### src/rtl/weight_fetch_sched.sv
// Weight-fetch scheduler: streams G*WPG weight words per row pass from memory into the PE weight FIFO under credit control.
// Optional stall performance counter enabled by defining WFS_PERF_CNT_EN.
module weight_fetch_sched #(
    parameter int DATA_WIDTH = 8,
    parameter int Wh         = 2,
    parameter int Ww         = 29,
    parameter int N          = 256,
    parameter int C          = 256,
    parameter int K          = 3,
    parameter int FIFO_DEPTH = (N + Wh - 1) / Wh + 8,
    parameter int MAX_OUT    = 4,
    parameter int ADDR_WIDTH = 20,
    parameter int PASS_WIDTH = 10
) (
    input  logic                           clk,
    input  logic                           rst,
    input  logic                           start,
    input  logic [ADDR_WIDTH-1:0]          cfg_base,
    input  logic [PASS_WIDTH-1:0]          cfg_passes,
    output logic                           busy,
    output logic                           done,
    output logic                           mem_req,
    output logic [ADDR_WIDTH-1:0]          mem_addr,
    input  logic                           mem_gnt,
    input  logic                           mem_rvalid,
    input  logic [Wh*Ww*DATA_WIDTH-1:0]    mem_rdata,
    output logic                           weight_buffer_wren,
    output logic [Wh*Ww*DATA_WIDTH-1:0]    weight_buffer_din,
    input  logic                           weight_buffer_rden,
    input  logic                           weight_buffer_full,
    output logic                           err_overflow
`ifdef WFS_PERF_CNT_EN
    ,
    output logic [31:0]                    stall_cycles
`endif
);

    localparam int G     = (N + Wh - 1) / Wh;
    localparam int WPG   = (C * K * K + Ww - 1) / Ww;
    localparam int TOTAL = G * WPG;
    localparam int CW    = $clog2(FIFO_DEPTH + 1);
    localparam int SW    = CW + 2;
    localparam int IW    = (TOTAL > 1) ? $clog2(TOTAL) : 1;
    localparam logic [IW-1:0] WIDX_LAST = IW'(TOTAL - 1);
    localparam logic [SW-1:0] DEPTH_S   = SW'(FIFO_DEPTH);
    localparam logic [CW-1:0] MAXO_C    = CW'(MAX_OUT);

    typedef enum logic [1:0] {
        IDLE  = 2'd0,
        FETCH = 2'd1,
        DRAIN = 2'd2,
        DONE  = 2'd3
    } state_t;

    state_t                  state, state_nx;
    logic [ADDR_WIDTH-1:0]   base_r, addr_nx;
    logic [PASS_WIDTH-1:0]   passes_r, pass_cnt, pass_nx;
    logic [IW-1:0]           widx, widx_nx;
    logic [CW-1:0]           occ, occ_nx, outstanding, out_nx;
    logic [SW-1:0]           sum_nx;
    logic                    req_nx, grant, rv_acc, last_grant, room_nx;

    assign grant      = mem_req & mem_gnt;
    // After reset nothing is outstanding, so late returns from an aborted run are dropped here.
    assign rv_acc     = mem_rvalid & (outstanding != '0);
    assign last_grant = grant && (widx == WIDX_LAST) &&
                        (({1'b0, pass_cnt} + (PASS_WIDTH + 1)'(1)) == {1'b0, passes_r});

    // Occupancy/outstanding bookkeeping and next-cycle issue room.
    always_comb begin
        occ_nx = occ;
        out_nx = outstanding;
        if (weight_buffer_wren && !weight_buffer_rden) begin
            occ_nx = occ + CW'(1);
        end else if (!weight_buffer_wren && weight_buffer_rden && (occ != '0)) begin
            occ_nx = occ - CW'(1);
        end else begin
            occ_nx = occ;
        end
        if (grant && !rv_acc) begin
            out_nx = outstanding + CW'(1);
        end else if (!grant && rv_acc) begin
            out_nx = outstanding - CW'(1);
        end else begin
            out_nx = outstanding;
        end
        // A word between rvalid and wren sits in the din register and still consumes a FIFO slot.
        sum_nx  = SW'(occ_nx) + SW'(out_nx) + SW'(rv_acc);
        room_nx = (sum_nx < DEPTH_S) && (out_nx < MAXO_C);
    end

    // Next-state, word index, pass counter and request decisions.
    always_comb begin
        state_nx = state;
        widx_nx  = widx;
        pass_nx  = pass_cnt;
        req_nx   = 1'b0;
        addr_nx  = mem_addr;
        case (state)
            IDLE: begin
                if (start) begin
                    widx_nx = '0;
                    pass_nx = '0;
                    if (cfg_passes == '0) begin
                        state_nx = DONE;
                    end else begin
                        state_nx = FETCH;
                        req_nx   = room_nx;
                        addr_nx  = cfg_base;
                    end
                end else begin
                    state_nx = IDLE;
                end
            end
            FETCH: begin
                if (grant) begin
                    if (widx == WIDX_LAST) begin
                        widx_nx = '0;
                        pass_nx = pass_cnt + PASS_WIDTH'(1);
                    end else begin
                        widx_nx = widx + IW'(1);
                    end
                end else begin
                    widx_nx = widx;
                end
                if (last_grant) begin
                    state_nx = DRAIN;
                end else begin
                    req_nx  = (mem_req && !mem_gnt) ? 1'b1 : room_nx;
                    addr_nx = base_r + ADDR_WIDTH'(widx_nx);
                end
            end
            DRAIN: begin
                if (out_nx == '0) begin
                    state_nx = DONE;
                end else begin
                    state_nx = DRAIN;
                end
            end
            DONE:    state_nx = IDLE;
            default: state_nx = IDLE;
        endcase
    end

    // State and registered outputs.
    always_ff @(posedge clk) begin
        if (rst) begin
            state              <= IDLE;
            base_r             <= '0;
            passes_r           <= '0;
            widx               <= '0;
            pass_cnt           <= '0;
            occ                <= '0;
            outstanding        <= '0;
            busy               <= 1'b0;
            done               <= 1'b0;
            mem_req            <= 1'b0;
            mem_addr           <= '0;
            weight_buffer_wren <= 1'b0;
            weight_buffer_din  <= '0;
            err_overflow       <= 1'b0;
        end else begin
            state              <= state_nx;
            widx               <= widx_nx;
            pass_cnt           <= pass_nx;
            occ                <= occ_nx;
            outstanding        <= out_nx;
            busy               <= (state_nx != IDLE);
            done               <= (state == DONE);
            mem_req            <= req_nx;
            mem_addr           <= addr_nx;
            weight_buffer_wren <= rv_acc;
            err_overflow       <= err_overflow | (weight_buffer_wren & weight_buffer_full);
            if (rv_acc) begin
                weight_buffer_din <= mem_rdata;
            end
            if ((state == IDLE) && start) begin
                base_r   <= cfg_base;
                passes_r <= cfg_passes;
            end
        end
    end

`ifdef WFS_PERF_CNT_EN
    logic [SW-1:0] inflight;
    logic          stall_now;
    assign inflight  = SW'(occ) + SW'(outstanding) + SW'(weight_buffer_wren);
    assign stall_now = (state == FETCH) && !mem_req &&
                       ((inflight >= DEPTH_S) || (outstanding >= MAXO_C));

    // Saturating count of FETCH cycles starved by credit or the outstanding limit.
    always_ff @(posedge clk) begin
        if (rst) begin
            stall_cycles <= 32'd0;
        end else if ((state == IDLE) && start) begin
            stall_cycles <= 32'd0;
        end else if (stall_now && (stall_cycles != 32'hFFFF_FFFF)) begin
            stall_cycles <= stall_cycles + 32'd1;
        end else begin
            stall_cycles <= stall_cycles;
        end
    end
`endif

endmodule

### config.mk
export PLATFORM = sky130hd
export DESIGN_NAME = weight_fetch_sched
export DESIGN_NICKNAME = d
export VERILOG_FILES = /design/src/rtl/weight_fetch_sched.sv
export SDC_FILE = /design/constraint.sdc
export NUM_CORES = 1
export LEC_CHECK = 0
export CAP_MARGIN = 5
export CORE_AREA = 2 2 391 393
export CTS_CLUSTER_DIAMETER = 80
export DETAILED_ROUTE_END_ITERATION = 8
export DIE_AREA = 0 0 393 395
export HOLD_SLACK_MARGIN = 0.15
export PLACE_DENSITY = 0.48
export SETUP_SLACK_MARGIN = 0.3
export SLEW_MARGIN = 10
export SYNTH_ARGS = -nofsm -noshare
export SYNTH_HDL_FRONTEND = slang
export SYNTH_SLANG_ARGS = --single-unit
### constraint.sdc
create_clock -name clk -period 4.8 [get_ports clk]
set_clock_uncertainty 0.15 [all_clocks]
set_input_delay 0.96 -clock clk [delete_from_list [all_inputs] [get_ports clk]]
set_output_delay 0.96 -clock clk [all_outputs]
set_load 0.03 [all_outputs]
==> flow_metrics.py <==
metrics = {
    "worst_setup_path": {
        "rr_endpoint": "mem_addr[10]$_SDFFE_PP0P_",
        "crit_arrival_ns": 4.60,
        "crit_path_max_fanout": 5,
        "critPathTopFamily": "simple AND/OR/NAND/NOR gates",
        "startpoint_type": "primary input",
        "reg2reg_depth": 16,
        "crit_top_cell": "nor2_1",
        "path_buf_inv": 2,
        "cp_slowest_stage_delay_ns": 0.51,
        "ff2ff_setup_slack_ns": 0.83,
        "required_ns": 5.22,
        "crit_chain": "clkdlybuf4s50_1 > nand2_2 > or3_1 > nor4_4 > nor2_1 > ha_1 > fa_1 > a211oi_1 > o21ai_1 > buf_4 > a311oi_1 > nor2_1 > nor2_1 > xnor2_1 > nand2_1 > a311oi_2",
        "reg2reg_from": "widx[0]$_SDFFE_PP0P_",
        "cp_slowest_cell": "clkdlybuf4s50_1",
        "path_class": "in2reg",
        "end_kind": "flop",
    },
    "floorplan": {
        "coreArea_um2": 151000,
        "num_rows": 143,
        "initial_utilization_pct": 14.3,
        "ios": 990,
        "fp.dieH_um": 395,
        "die_w_um": 393,
        "dieArea_um2": 155000,
    },
    "timing": {
        "grt_setup_unrepaired": "no",
        "relSlewSlack_pct": 27.7,
        "period_share_pct": 87.1,
        "drv_slew": 0,
        "fin_crit_ns": 4.18,
        "max_freq_mhz": 239,
        "max_slew.worst_pin.slew_ns": 1.09,
        "hold_viol_final": 0,
        "timing.final.ws_setup_ns": 0.618,
        "setup_violations": 0,
    },
    "power_and_ir_drop": {
        "p_per_area_nw_per_um2": 609,
        "pwr-share-comb_pct": 45.1,
        "p_switching_mw": 9.58,
        "pwr-share-clk_pct": 25.9,
        "power_mw": 22.2,
        "power_frac_seq_pct": 29.1,
        "ir_drop_mv": 0.470,
        "internal-power_mw": 12.6,
        "leakage_nw": 13.0,
        "p_sw_share_pct": 43.2,
    },
    "routing": {
        "wire_per_inst_um": 20.0,
        "routed_wl_um": 116000,
        "antenna_left": 0,
        "drt_pass1_iterations": 5,
        "drtIter0Drc": 1061,
        "via_count": 22530,
        "viasPerCell": 3.89,
        "drc": 0,
    },
    "synthesis": {
        "ys_types": 65,
        "synth_area_um2": 21600,
        "syn_inst": 2769,
        "avgSynthCellArea_um2": 7.80,
        "synth_top_area_share_pct": 52.0,
        "synth_flop_cell": "dfxtp_1",
        "yosysSeqAreaShare_pct": 52.0,
        "yosys_warnings": 0,
        "synth_edf_count": 0,
        "ys_ff_latch": 561,
        "synth_top_cells_by_area": "dfxtp_1 (52%), nand2_1 (18%), a21oi_1 (13%)",
        "syn_nets": 3299,
        "yosys.area.top_type": "dfxtp_1",
        "ys_async_sr_fraction_pct": 0,
    },
    "worst_hold_path": {
        "min_path_cells": 2,
        "min_from": "weight_buffer_din[315]$_SDFFE_PP0P_",
        "hp-class": "reg2reg",
        "hold_end": "weight_buffer_din[315]$_SDFFE_PP0P_",
    },
    "run_status": {
        "outcome": "finished, final reports clean",
    },
    "global_routing": {
        "grt_start_max_net_pins": 204,
        "grt_pass1_wl_um": 160000,
        "grt-ovfl-total": 0,
        "first_global_vias": 21413,
        "antenna_found_initial": 40,
        "grt_usage_pct": 14.2,
    },
    "clock_tree": {
        "clk_latency_ns": 0.65,
        "clockRootBuffer": "clkbuf_16",
        "cts_resized": 0,
        "cts_buffers": 76,
        "tritoncts": "yes",
        "cts_hold_buf": 0,
        "h-tree-depth": 3,
        "post-cts-setup-buffer-count": 0,
        "numClockSinks": 561,
        "clk_pin_slew_worst_paths_ns": 0.06,
        "clock_path_buffers": 3,
    },
    "placed_design": {
        "place_ws_ns": -0.0257,
        "numPortBuffers": 989,
        "place.gp.congestion": 0.837,
        "dp.final_hpwl_um": 89700,
    },
    "job": {
        "cap_violations": 0,
    },
    "finish": {
        "layout_commonest_cell": "nand2_1",
        "nets": 4226,
        "final_cell_mix": "nand2_1 (1046), clkdlybuf4s50_1 (988), dfxtp_1 (561), a21oi_1 (546), clkbuf_16 (76)",
        "drive_gt1_share_pct": 5.52,
        "synthToLayoutAreaGrowth_pct": 68.4,
    },
}
power groups by stage:
stage          logic [mW]  registers [mW]  clock network [mW]
6_report             9.99            6.44                5.73
5_1_grt              10.8            6.58                6.14
4_1_cts              10.2            6.45                5.97
3_5_place_dp         10.2            6.54                   0
3_3_place_gp         10.2            6.51                   0
2_1_floorplan        3.93            8.32                   0
layout make-up:
cell class | count | area [um^2]
repair buffers | 1048 | 10400
clock inverters | 27 | 363
fillers | 16643 | 115000
clock buffers | 107 | 2170
well taps | 2030 | 2540
inverters | 14 | 52.6
flip-flops and latches | 561 | 11200
diodes | 5 | 12.5
multi-input cells | 1995 | 9570
kinds of logic after synthesis:
family                     count (synthesis)  share of synthesized area (%)
adders and majority gates                 30                           1.76
xor gates and xnor gates                  52                           2.11
and+or+nand+nor                         1252                           23.4
AOI/OAI and AO/OA                        658                           16.7
buffers and inverters                    213                           3.81
muxes                                      3                          0.139
DFF                                      561                           52.0
worst register-to-register path, stage by stage (launching register included):
cell and delay [ns]:
dfxtp_1 0.40, ha_1 0.23, nand2_1 0.07, or3_1 0.41, nor4_4 0.26, nor2_1 0.11
ha_1 0.24, fa_1 0.40, a211oi_1 0.32, o21ai_1 0.15, buf_4 0.16, a311oi_1 0.29
nor2_1 0.09, nor2_1 0.13, xnor2_1 0.13, nand2_1 0.08, a311oi_2 0.27
Yosys cell counts (3+ instances only):
master / instances
a211oi_1: 7
a211oi_2: 4
a21o_1: 6
a21oi_1: 546
a311oi_2: 10
a31o_2: 4
a31oi_1: 9
and2_1: 5
and3_1: 6
and4_1: 4
buf_1: 8
buf_6: 3
clkbuf_1: 187
dfxtp_1: 561
ha_1: 28
inv_1: 14
mux2i_1: 3
nand2_1: 1046
nand2b_1: 12
nand3_1: 30
nand4_1: 8
nor2_1: 68
nor2b_1: 16
nor3_1: 23
o2111ai_1: 3
o211ai_1: 9
o21a_1: 5
o21ai_0: 30
o221ai_1: 3
o31ai_1: 5
or3_1: 11
or4_1: 5
xnor2_1: 29
xor2_1: 23
per-stage QoR:
stage | cell area, um^2 | TNS (ns) | hold slack [ns] | util (%) | instances
2_1_floorplan | 21600 | 0 | 0.291 | - | 2769
3_3_place_gp | 33800 | 0 | 0.290 | 22.4 | 5648
3_5_place_dp | 33800 | -0.0657 | 0.295 | 22.4 | 5648
4_1_cts | 36400 | 0 | 0.303 | 24.1 | 5782
5_1_grt | 36400 | 0 | 0.317 | 24.1 | 5785
6_report | 36400 | 0 | 0.300 | 24.1 | 5787
worst max path at each step:
stage	slack (ns)	depth (start not counted)	startpoint	endpoint
2_1_floorplan	0.32	15	mem_gnt	mem_addr[14]$_SDFFE_PP0P_
3_3_place_gp	0.01	14	mem_gnt	mem_addr[14]$_SDFFE_PP0P_
3_5_place_dp	-0.03	16	mem_gnt	mem_addr[10]$_SDFFE_PP0P_
4_1_cts	0.70	16	mem_gnt	mem_addr[10]$_SDFFE_PP0P_
5_1_grt	0.38	16	mem_gnt	mem_addr[10]$_SDFFE_PP0P_
6_report	0.62	16	mem_gnt	mem_addr[10]$_SDFFE_PP0P_
sequential cells by signal, indices dropped and copies added (netlist names):
register	count
state	2
passes_r	10
err_overflow	1
outstanding	8
mem_req	1
done	1
pass_cnt	10
widx	14
busy	1
mem_addr	20
base_r	20
occ	8
weight_buffer_din	464
weight_buffer_wren	1
routing by layer:
| layer | vias up | part of all wire (%) | GRT usage [%] |
|---|---|---|---|
| li1 | 11011 | - | - |
| met1 | 10658 | 38 | 15.3 |
| met2 | 619 | 50 | 24.9 |
| met3 | 180 | 9.1 | 5.85 |
| met4 | 62 | 2.7 | 4.78 |
| met5 | - | 0.35 | 0 |
(Power assumes the default switching activity.)
==> edit 1 (same settings) <==
Re-encode `state_t` (4 states) as one-hot, 4 bits wide.
--- a/src/rtl/weight_fetch_sched.sv
+++ b/src/rtl/weight_fetch_sched.sv
@@ -45,11 +45,11 @@
     localparam logic [SW-1:0] DEPTH_S   = SW'(FIFO_DEPTH);
     localparam logic [CW-1:0] MAXO_C    = CW'(MAX_OUT);
 
-    typedef enum logic [1:0] {
-        IDLE  = 2'd0,
-        FETCH = 2'd1,
-        DRAIN = 2'd2,
-        DONE  = 2'd3
+    typedef enum logic [3:0] {
+        IDLE  = 4'b0001,
+        FETCH = 4'b0010,
+        DRAIN = 4'b0100,
+        DONE  = 4'b1000
     } state_t;
 
     state_t                  state, state_nx;
Behaviour: no difference found for any inputs over 4 cycles, from zero or initial values and one cycle with rst high; so few cycles prove little.
==> edit 1 against the original RTL <==
- critical path type unchanged
- combinational power fell by 7.7%
- wire length fell by 3.4%
- sequential cell count increased by 2
- non-clock buffer count shrank 6
- design area grew 1.3%
- maximum frequency down 1.7%
- worst setup slack worse by 70 ps
- synthesized cell count is 1.7% higher
- total power fell by 1.5%
- sequential share of layout area fell by 0.27 points
- synthesized area grew 2.2%
- register-to-register slack got worse by 190 ps
==> edit 1: results (changes against the original RTL) <==
** Routing
- The length of routed wiring on met1 was 43.2 mm (-0.48%).
- The detailed-routed wire length on met3 is 8.23 mm (-22%).
- Number of DRC markers after the initial detailed-route iteration :: 1259 (+19%)
- The length of routed met2 wiring was 54.1 mm (-7.0%).
- Sum of routed wire length over all layers :: 112 mm (-3.4%)
- The vias after detailed routing is 22900 (+1.4%).
- DR pass1 iterations :: 7 (+2)

** Placement
- The global placement routability congestion is 0.846 (+1.1%).
- Dpl hpwl :: 83.8 mm (-6.7%)

** Global routing
- The global-route met1 utilization is 15.5% (+0.16 points).
- Wire length of the first global-routing pass :: 156 mm (-2.5%)
- The global routing met3 resource utilization came to 4.57% (-1.3 points).
- Total track usage :: 13.7% (-0.48 points)
- Global Route met2 Usage :: 23.0% (-1.9 points)
- The initial antenna violation count was 32 (-20%).

** Yosys
- The complex-gate fraction of the synthesized area came to 17.3% (+0.51 points).
- Leading post-synthesis cells by instance count :: 1050 x sky130_fd_sc_hd__nand2_1, 563 x sky130_fd_sc_hd__dfxtp_1, 538 x sky130_fd_sc_hd__a21oi_1
- Post-synthesis sequential area ratio :: 51.1% (-0.94 points)
- By area the synthesized netlist is led by sky130_fd_sc_hd__dfxtp_1 51%, sky130_fd_sc_hd__nand2_1 18%, sky130_fd_sc_hd__a21oi_1 12%, sky130_fd_sc_hd__clkbuf_1 2.4%, sky130_fd_sc_hd__ha_1 1.6%.
- The synthesized-area fraction occupied by adder cells came to 1.83% (+0.064 points).
- The XOR/XNOR share of the synthesized area is 2.02% (-0.085 points).
- The post-synthesis cell type count is 85 (+31%).

** Finish
- The count of clock-net buffers in the final layout is 103 (-3.7%).
- The multi-input gate count came to 2026 (+1.6%).
- Logic inverters :: 25 (+11)
- Total of plain and repair buffers excluding clock buffers :: 1042 (-0.57%)
- Clock distribution area overhead in the final layout :: 7.14% (+0.19 points)
- Fraction of layout instances using a drive strength above 1 :: 5.36% (-0.16 points)
- Area share of buffers outside the clock network :: 28.2% (-0.51 points)
- The sequential fraction of total cell area was 30.6% (-0.27 points).
- Antenna Diode Count :: 8 (+3)

** Outcome
- The run finished with clean final reports.

** Worst setup path
- Kind of cell adding the most delay to the critical path :: compound AO/OA/AOI/OAI gates

** Power
- The leakage component of the power came to 13.2 nW (+1.6%).
- The power dissipated in sequential cells is 6.56 mW (+2%).
- The maximum resistive drop on vdd was 0.320 mV (-32%).

** Clock tree
- TritonCTS buffer count :: 79 (+3.9%)
-- edit 1: cell types whose count changed in the layout (fill, tap and decap cells not counted), sizes merged, moves of 6 or more --
cell	delta
o21ai	+15
nand2b	-6
and3	+8
a21oi	-8
inv	+9
o22ai	+6
and2	+19
buf	-6
nor2b	-12
nor2	-12
a221oi	+6
a22oi	+8
-- edit 1: stage by stage --
stage	util (%)	setup WS, ps	area, µm²	cells
floorplan	-	596	22100	2816
global placement	22.6	-32.1	34200	5686
detailed placement	22.6	-97.9	34200	5686
CTS	24.4	615	36800	5820
global route	24.4	373	36800	5824
finish	24.4	548	36800	5828
-- edit 1: worst register-to-register path: stages, from the launching register on --
cell and delay, ps:
sky130_fd_sc_hd__dfxtp_1 350, sky130_fd_sc_hd__inv_1 70, sky130_fd_sc_hd__ha_1 160, sky130_fd_sc_hd__nand2b_1 70
sky130_fd_sc_hd__or4_1 450, sky130_fd_sc_hd__o311ai_1 460, sky130_fd_sc_hd__o41ai_1 180, sky130_fd_sc_hd__a21boi_0 170
sky130_fd_sc_hd__xor2_1 240, sky130_fd_sc_hd__ha_1 320, sky130_fd_sc_hd__or4_1 540, sky130_fd_sc_hd__a31oi_1 180
sky130_fd_sc_hd__o31a_1 170, sky130_fd_sc_hd__mux2_1 140, sky130_fd_sc_hd__a21oi_1 60, sky130_fd_sc_hd__o32a_1 170
sky130_fd_sc_hd__o31ai_2 200
-- edit 1: path summary, 6_finish.rpt --
check,start,end,slack [ps],cells past startpoint
max,mem_gnt,mem_addr[14],550,14
min,weight_buffer_din[153],weight_buffer_din[153],300,2
max reg2reg,occ[0],mem_req,640,16
min reg2reg,weight_buffer_din[153],weight_buffer_din[153],300,2
==> edit 2 (same settings) <==
Without the edit above. The parameter `DATA_WIDTH` goes from 8 to 9.
--- a/src/rtl/weight_fetch_sched.sv
+++ b/src/rtl/weight_fetch_sched.sv
@@ -1,7 +1,7 @@
 // Weight-fetch scheduler: streams G*WPG weight words per row pass from memory into the PE weight FIFO under credit control.
 // Optional stall performance counter enabled by defining WFS_PERF_CNT_EN.
 module weight_fetch_sched #(
-    parameter int DATA_WIDTH = 8,
+    parameter int DATA_WIDTH = 9,
     parameter int Wh         = 2,
     parameter int Ww         = 29,
     parameter int N          = 256,
Interface: changed (resized mem_rdata and weight_buffer_din); port bits go from 990 to 1106. The function was not compared with the original's and may differ.
==> edit 2 against the original RTL <==
- design area is 9.9% higher
- total power is 6.2% higher
- sequential cell count is 58 higher
- worst setup slack worse by 110 ps
- cell count is 7.2% higher
- global-route usage is 2.8 points higher
- synthesized area is 10% higher
- count of clock-buffer cells in the layout is 14 higher
- critical endpoint is now mem_addr[15]
- critical path type unchanged
- synthesized cell count is 11% higher
- wire length is 20% higher
==> edit 2: results (changes against the original RTL) <==
** Outcome
- Run status :: finished, final reports clean

** Worst setup path
- Reg-to-reg setup timing slack :: 550 ps (-280 ps)
- The endpoint identified for the worst register-to-register timing path is mem_req.
- Critical Path Max Stage Delay :: 540 ps (+30 ps)
- The data arrival time at the worst-slack endpoint was 4760 ps (+160 ps).
- The largest fanout on the critical path is 9 (+4).
- Following the worst setup path forward leads to its endpoint at mem_addr[15].

** Yosys
- The post-synthesis instance total is 3061 (+11%).
- Yosys attributes the largest share of cell area to sky130_fd_sc_hd__dfxtp_1 52%, sky130_fd_sc_hd__nand2_1 18%, sky130_fd_sc_hd__a21oi_1 13%, sky130_fd_sc_hd__clkbuf_1 2.5%, sky130_fd_sc_hd__ha_1 1.5%.
- Syn Nets :: 3649 (+11%)
- The sequential fraction of the synthesis area was 52.0% (about the same).
- Number of different library cells in the post-synthesis netlist :: 71 (+9.2%)
- The commonest cells after synthesis are 1168 x sky130_fd_sc_hd__nand2_1, 623 x sky130_fd_sc_hd__a21oi_1, 619 x sky130_fd_sc_hd__dfxtp_1.

** Finish
- Area added between synthesis and finish :: 67.8%
- The count of fill cells added during filler insertion came to 16500 (-0.93%).
- The number of nets in the layout is 4688 (+11%).
- Top Registers :: weight_buffer_din: 522 flops, base_r: 20 flops, mem_addr: 20 flops

** Placement
- The global placement routability congestion came to 0.909 (+8.6%).
- Total placed instance area :: 37200 µm² (+9.8%)
- Pre-CTS WS :: -185 ps (-159 ps)
- The placed cell count came to 6043 (+7.0%).
- The half-perimeter wire length after detailed placement is 109 mm (+21%).

** Hold path
- For hold timing, the worst endpoint is weight_buffer_din[274].
- Hold wc startpoint :: weight_buffer_din[274]

** Clock tree
- The number of buffers created by CTS came to 85 (+12%).
- The clock latency on the worst-skew pair was 690 ps (+40 ps).

** Global routing
- The overall fraction of global-route tracks in use came to 17.1% (+2.8 points).
- The initial antenna violation count was 47 (+18%).
- Wire length of the first global-routing pass :: 190 mm (+19%)
- Largest net degree at the start of global routing :: 178 (-13%)

** Routing
- Vias per Instance :: 4.12 (+5.7%)
- Number of DRC markers after the initial detailed-route iteration :: 1449 (+37%)
- Sum of routed wire length over all layers :: 139 mm (+20%)

** Timing
- Hold Worst Slack :: 300 ps (+0.137 ps)
- Final min period :: 4290 ps (+109 ps)

** Power
- Leakage :: 14.4 nW (+11%)
- VDD IR-drop max :: 0.469 mV (-0.33%)
-- edit 2: changes by cell type after synthesis, sizes merged, moves of 6 or more --
cell    change
nor3b       +6
nand2b      -7
nor2       -17
o21ai       -9
buf        +53
nand2     +121
a21oi      +78
nor3       +11
dfxtp      +58
clkbuf     -27
a211o       +6
-- edit 2: critical path: cells and delay by family --
kind | cells | cell delay, ps
fa+ha+maj | 1 | 300
compound gates | 7 | 1700
buf+inv | 3 | 940
simple gates | 3 | 690
mux | 1 | 170
-- edit 2: metal layers --
metal / share of wire, % / track usage, %
met4: 3.1 / 5.53
met3: 8.3 / 5.52
met2: 49 / 29.6
met1: 40 / 19.6
met5: 0.27 / 0
-- edit 2: logic make-up (layout without fill, tap and decap cells) --
| family | after synthesis | count (layout) | synth area share [%] |
|---|---|---|---|
| and+or+nand+nor | 1395 | 1395 | 24.0 |
| AOI/OAI and AO/OA | 726 | 726 | 16.4 |
| DFF | 619 | 619 | 52.0 |
| buffers and inverters | 239 | 1344 | 4.11 |
| xor gates and xnor gates | 47 | 47 | 1.73 |
| adders and majority gates | 30 | 30 | 1.60 |
| muxes | 5 | 5 | 0.210 |
| other | 0 | 8 | 0 |
-- edit 2: cell type report --
| class | count | share of cell area (%) |
|---|---|---|
| Inverter | 14 | 0.131 |
| Multi-Input combinational cell | 2203 | 26.2 |
| Sequential cell | 619 | 31.0 |
| Antenna cell | 8 | 0.0500 |
| Clock buffer | 121 | 6.03 |
| Timing Repair Buffer | 1177 | 29.2 |
| Clock inverter | 32 | 1.00 |
| Tap cell | 2030 | 6.35 |
-- edit 2: power by group --
group | internal [mW] | switching, mW
clock network | 3.71 | 2.65
registers | 6.28 | 0.688
logic | 3.52 | 6.68
total | 13.5 | 10.0
